[src/rtl/div_pkg.sv]
// Shared constants and state encoding for the sequential 8-bit divider.
package div_pkg;
  localparam int DIV_W     = 8;
  localparam int ITER_LAST = 7;

  typedef enum logic [1:0] {
    IDLE = 2'd0,
    CALC = 2'd1,
    DONE = 2'd2
  } div_state_t;
endpackage

[src/rtl/sub9_cla.sv]
// 9-bit subtractor a - b built as a + ~b + 1 with flattened carry-lookahead.
module sub9_cla (
  input  logic [8:0] a,
  input  logic [8:0] b,
  output logic [8:0] diff,
  output logic       borrow
);
  logic [8:0] bn, g, p;
  logic [9:0] c;

  assign bn = ~b;
  assign g  = a & bn;
  assign p  = a ^ bn;

  // Each carry is the OR of every generate term propagated up to it, plus the
  // +1 carry-in propagated through all lower bits; no ripple dependency.
  always_comb begin
    c    = '0;
    c[0] = 1'b1;
    for (int i = 0; i < 9; i++) begin
      logic term;
      term = 1'b1;
      for (int k = 0; k <= i; k++) term = term & p[k];
      c[i+1] = term;
      for (int j = 0; j <= i; j++) begin
        term = g[j];
        for (int k = j + 1; k <= i; k++) term = term & p[k];
        c[i+1] = c[i+1] | term;
      end
    end
  end

  assign diff   = p ^ c[8:0];
  assign borrow = ~c[9];
endmodule

[src/rtl/seq_div8.sv]
// Sequential 8-bit unsigned restoring divider: one quotient bit per cycle.
module seq_div8
  import div_pkg::*;
#(
  parameter int WIDTH = DIV_W
) (
  input  logic             clk,
  input  logic             rst_n,
  input  logic             start,
  input  logic [WIDTH-1:0] dividend,
  input  logic [WIDTH-1:0] divisor,
  output logic             busy,
  output logic             done,
  output logic [WIDTH-1:0] quotient,
  output logic [WIDTH-1:0] remainder,
  output logic             div_by_zero
);
  div_state_t       state_q, state_d;
  logic [2:0]       cnt_q, cnt_d;
  logic [WIDTH-1:0] r_q, r_d, q_q, q_d, dvs_q, dvs_d;
  logic [WIDTH-1:0] quo_q, quo_d, rem_q, rem_d;
  logic             dz_q, dz_d, busy_q, busy_d, done_q, done_d;

  logic [8:0] trial, diff;
  logic       borrow;

  // Shift the next dividend bit into the partial remainder and try subtracting.
  assign trial = {r_q, q_q[WIDTH-1]};

  sub9_cla u_sub (
    .a      (trial),
    .b      ({1'b0, dvs_q}),
    .diff   (diff),
    .borrow (borrow)
  );

  wire unused_diff_msb = diff[8];

  // Next-state and datapath updates; results only move on entry to DONE.
  always_comb begin
    state_d = state_q;
    cnt_d   = cnt_q;
    r_d     = r_q;
    q_d     = q_q;
    dvs_d   = dvs_q;
    quo_d   = quo_q;
    rem_d   = rem_q;
    dz_d    = dz_q;
    busy_d  = 1'b0;
    done_d  = 1'b0;
    case (state_q)
      IDLE: begin
        if (start) begin
          busy_d = 1'b1;
          if (divisor != '0) begin
            dvs_d   = divisor;
            q_d     = dividend;
            r_d     = '0;
            cnt_d   = '0;
            dz_d    = 1'b0;
            state_d = CALC;
          end else begin
            quo_d   = '1;
            rem_d   = dividend;
            dz_d    = 1'b1;
            done_d  = 1'b1;
            state_d = DONE;
          end
        end
      end
      CALC: begin
        busy_d = 1'b1;
        r_d    = borrow ? trial[WIDTH-1:0] : diff[WIDTH-1:0];
        q_d    = {q_q[WIDTH-2:0], ~borrow};
        cnt_d  = cnt_q + 3'd1;
        if (cnt_q == 3'(ITER_LAST)) begin
          quo_d   = q_d;
          rem_d   = r_d;
          done_d  = 1'b1;
          state_d = DONE;
        end
      end
      DONE:    state_d = IDLE;
      default: state_d = IDLE;
    endcase
  end

  // State and output registers; reset drops any operation in flight.
  always_ff @(posedge clk or negedge rst_n) begin
    if (!rst_n) begin
      state_q <= IDLE;
      cnt_q   <= '0;
      r_q     <= '0;
      q_q     <= '0;
      dvs_q   <= '0;
      quo_q   <= '0;
      rem_q   <= '0;
      dz_q    <= 1'b0;
      busy_q  <= 1'b0;
      done_q  <= 1'b0;
    end else begin
      state_q <= state_d;
      cnt_q   <= cnt_d;
      r_q     <= r_d;
      q_q     <= q_d;
      dvs_q   <= dvs_d;
      quo_q   <= quo_d;
      rem_q   <= rem_d;
      dz_q    <= dz_d;
      busy_q  <= busy_d;
      done_q  <= done_d;
    end
  end

  assign busy        = busy_q;
  assign done        = done_q;
  assign quotient    = quo_q;
  assign remainder   = rem_q;
  assign div_by_zero = dz_q;
endmodule

[config.mk]
export PLATFORM = sky130hd
export DESIGN_NAME = seq_div8
export DESIGN_NICKNAME = d
export VERILOG_FILES = /design/src/rtl/div_pkg.sv /design/src/rtl/sub9_cla.sv /design/src/rtl/seq_div8.sv
export SDC_FILE = /design/constraint.sdc
export NUM_CORES = 1
export LEC_CHECK = 0
export CORE_MARGIN = 2
export CORE_UTILIZATION = 33
export CTS_CLUSTER_DIAMETER = 30
export CTS_CLUSTER_SIZE = 10
export DETAILED_ROUTE_END_ITERATION = 10
export GPL_TIMING_DRIVEN = 0
export PLACE_DENSITY_LB_ADDON = 0.1
export SLEW_MARGIN = 20
export SYNTH_ARGS = -nofsm -noshare
export SYNTH_HDL_FRONTEND = slang
export SYNTH_SLANG_ARGS = --single-unit
[constraint.sdc]
create_clock -name clk -period 2.35 [get_ports clk]
set_clock_uncertainty 0.1 [all_clocks]
set_input_delay 0.3525 -clock clk [delete_from_list [all_inputs] [get_ports clk]]
set_output_delay 0.3525 -clock clk [all_outputs]
set_load 0.02 [all_outputs]
==> out/results.tsv <==
stage	metric	value	unit
pwr	powerDensity	1677	nW/µm²
outcome	outcome	complete, no violations	
worst_hold_path	hp-class	flip-flop to flip-flop	
placement	placed_cells	352	
sta	post-route-min-period	2.275	ns
routing	vias	1871	
yosys	syn-instance-count	235	
setup_path	worstSetupPathType	flip-flop to flip-flop	
grt	grt_max_degree	49	
yosys	ys_seq_area_share	52.17	%
yosys	synthMuxAreaShare	0.4348	%
grt	grt_pass1_vias	1856	
routing	wirelength	5729	µm
layout	diodes	0	
yosys	synth_xor_xnor_area_share	0.7609	%
floorplanning	die_area	7661	µm²
grt	grt_pass1_wl	9528	µm
routing	drt_first_pass_iters	4	
yosys	syn-num-nets	265	
placement	pre_cts_slack	-0.2464	ns
setup_path	crit_arrival	2.40	ns
sta	hold_ws	0.3842	ns
yosys	ys_warn_count	0	
routing	ant_nets	0	
yosys	synth_fa_ha_area_share	5.978	%
sta	final-hold-violation-count	0	
layout	area_growth	30.65	%
sta	setup_viol	0	
routing	met1_length	2831	µm
clock_tree	clk_latency	0.30	ns
floorplanning	num_rows	30	
grt	grt_usage	16.09	%
yosys	yosys-top-cells-area	dfrtp_1 (52%), nand2_1 (7.0%), ha_1 (6.0%), a31oi_1 (3.5%), o21ai_0 (3.5%)	
setup_path	r2r_cells	8	
setup_path	cp_cell_sequence	ha_2 -> o211ai_2 -> a21oi_4 -> o31ai_4 -> buf_6 -> buf_4 -> o41a_1 -> a31oi_1	
setup_path	cpPeakStageDelay	0.42	ns
sta	maxSlewViolCount	0	
placement	io_buffers	37	
sta	max_slew_margin	59.07	%
setup_path	crit_path_end_kind	flip-flop	
clock_tree	clock-root-buffer	clkbuf_8	
routing	routed-wl-met3	241	µm
grt	grt_overflow	0	
yosys	synth_area_per_cell	9.797	µm²
layout	layout_common_cells	dfrtp_1 (48), nand2_1 (43), clkdlybuf4s50_1 (36)	
routing	drt_iter0_markers	106	
floorplanning	core	6756	µm²
floorplanning	die_x	87.53	µm
layout	fin_cells	365	
placement	dp_hpwl	4013	µm
routing	route.detailed.wl_per_inst	15.70	µm
sta	max_freq	439.5	MHz
floorplanning	die_h	87.53	µm
yosys	synth_edf_count	0	
setup_path	crit_slowest_cell	dfrtp_1	
sta	worst_pin_slew	0.6140	ns
yosys	ys_seq_elements	48	
clock_tree	htreeDepth	2	
setup_path	cp_max_fo	6	
clock_tree	cts_tree	built	
floorplanning	io_pins	38	
pwr	irDropWorstVdd	0.5684	mV
layout	layout_commonest_cell	dfrtp_1	
clock_tree	path_clk_slew	0.09	ns
yosys	synthDistinctLibCells	40	
yosys	post-synth-top-area-cell	dfrtp_1	
yosys	synthFlopType	dfrtp_1	
grt	antenna_found_initial	0	
setup_path	cp-start-kind	flip-flop	
floorplanning	initial_core_util	34.07	%
yosys	synth-simple-area-share	15.76	%
routing	drc_errors	0	
clock_tree	clock_path_buffers	2	
clock_tree	numCtsBuffers	5	
yosys	async_reset_ff_share	100.0	%
layout	drive_gt1_share	12.63	%
sta	period_share	96.82	%
routing	highest_layer	met4	
routing	dr_wl_met2	2609	µm
yosys	synth_top_area_share	52.17	%
sta	fin_ws	0.07479	ns
layout	final_nets	314	
run	drv_cap	0	
setup_path	required	2.48	ns
yosys	synth_compound_area_share	20.71	%
clock_tree	cts_sinks	48	
yosys	synth_top_family_by_area	compound AO/OA/AOI/OAI gates	
worst_hold_path	holdPathStages	1	
pwr	p_leak	1.289	nW
yosys	syn-cell-area	2302	µm²
placement	gp_congestion	0.7360	
routing	vias_per_cell	5.126	
worst max-delay path, delay by kind of cell (launching register included):
family,cells,cell delay [ns]
compound gates,5,1.02
fa+ha+maj,1,0.39
buf+inv,2,0.27
flops,1,0.42
sequential cells by signal (all words and copies together), names as in the netlist:
| register | flops |
|---|---|
| remainder | 8 |
| done | 1 |
| q_q | 8 |
| state_q | 2 |
| div_by_zero | 1 |
| r_q | 8 |
| quotient | 8 |
| busy | 1 |
| dvs_q | 8 |
| cnt_q | 3 |
worst paths after layout:
path / start / end / slack, ns
max: r_q[1]$_DFFE_PN0P_ / remainder[3]$_DFFE_PN0P_ / 0.07
min: cnt_q[0]$_DFFE_PN0P_ / cnt_q[0]$_DFFE_PN0P_ / 0.38
max reg2reg: r_q[1]$_DFFE_PN0P_ / remainder[3]$_DFFE_PN0P_ / 0.07
min reg2reg: cnt_q[0]$_DFFE_PN0P_ / cnt_q[0]$_DFFE_PN0P_ / 0.38
max in group asynchronous: rst_n / q_q[7]$_DFFE_PN0P_ / 1.23
min in group asynchronous: rst_n / dvs_q[1]$_DFFE_PN0P_ / 0.51
cells in the mapped netlist (3+ instances only):
cell type and number:
buf_2 4, nor3_1 6, nand3_1 5, o22ai_1 3, inv_1 11, a31oi_1 13
o21a_1 4, nand2_1 43, clkbuf_1 5, o22a_1 7, dfrtp_1 48, ha_1 11
a21oi_1 7, o21ai_0 16, nor2_1 20
final cells by class:
cell class	instances	area (µm²)
multi-input combinational	165	1072
sequential	48	1201
inverter	11	41.29
clock buffer	7	96.34
buffer	11	55.05
clock inverter	1	30.03
tap	80	100.1
timing repair buffer	42	411.6
fill	645	3749
per-layer routing:
layer / GRT usage (%) / vias up
li1: - / 933
met1: 23.90 / 894
met2: 24.38 / 40
met3: 3.223 / 4
met4: 3.357 / 0
met5: 0 / -
logic make-up (layout without fill, tap and decap cells):
| logic type | Yosys count | count (layout) |
|---|---|---|
| multiplexers | 1 | 1 |
| buffers and inverters | 22 | 72 |
| XOR/XNOR | 2 | 2 |
| AND/OR/NAND/NOR | 85 | 85 |
| AO/OA/AOI/OAI | 66 | 66 |
| flip-flops | 48 | 48 |
| adder cells (fa/ha/maj) | 11 | 11 |
timing repair:
action                                  in CTS  in global routing
endpoints found under the setup margin      10                 13
resized for setup                            1                 10
hold endpoints to repair                    46                  0
hold buffers                                 1                  0
pin swaps                                    1                  3
buffers inserted                             4                  0
report_power, final:
part           total (W)  internal [W]  switching [W]  leakage [nW]
clock network   0.000658      0.000376       0.000282        0.0645
logic            0.00292       0.00130        0.00162         0.659
registers        0.00147       0.00122       0.000248         0.566
through the flow:
step | area (µm²) | setup TNS, ns | util, % | power [W]
after floorplan | 2302 | 0 | - | 0.003309
after global placement | 2773 | -37.65 | 41.04 | 0.004105
after detailed placement | 2770 | -2.982 | 41.00 | 0.004138
after CTS | 2940 | 0 | 43.52 | 0.004941
after global routing | 3008 | -0.02372 | 44.52 | 0.005500
final | 3008 | 0 | 44.52 | 0.005044
No activity file was read; power rests on OpenSTA's default activity.
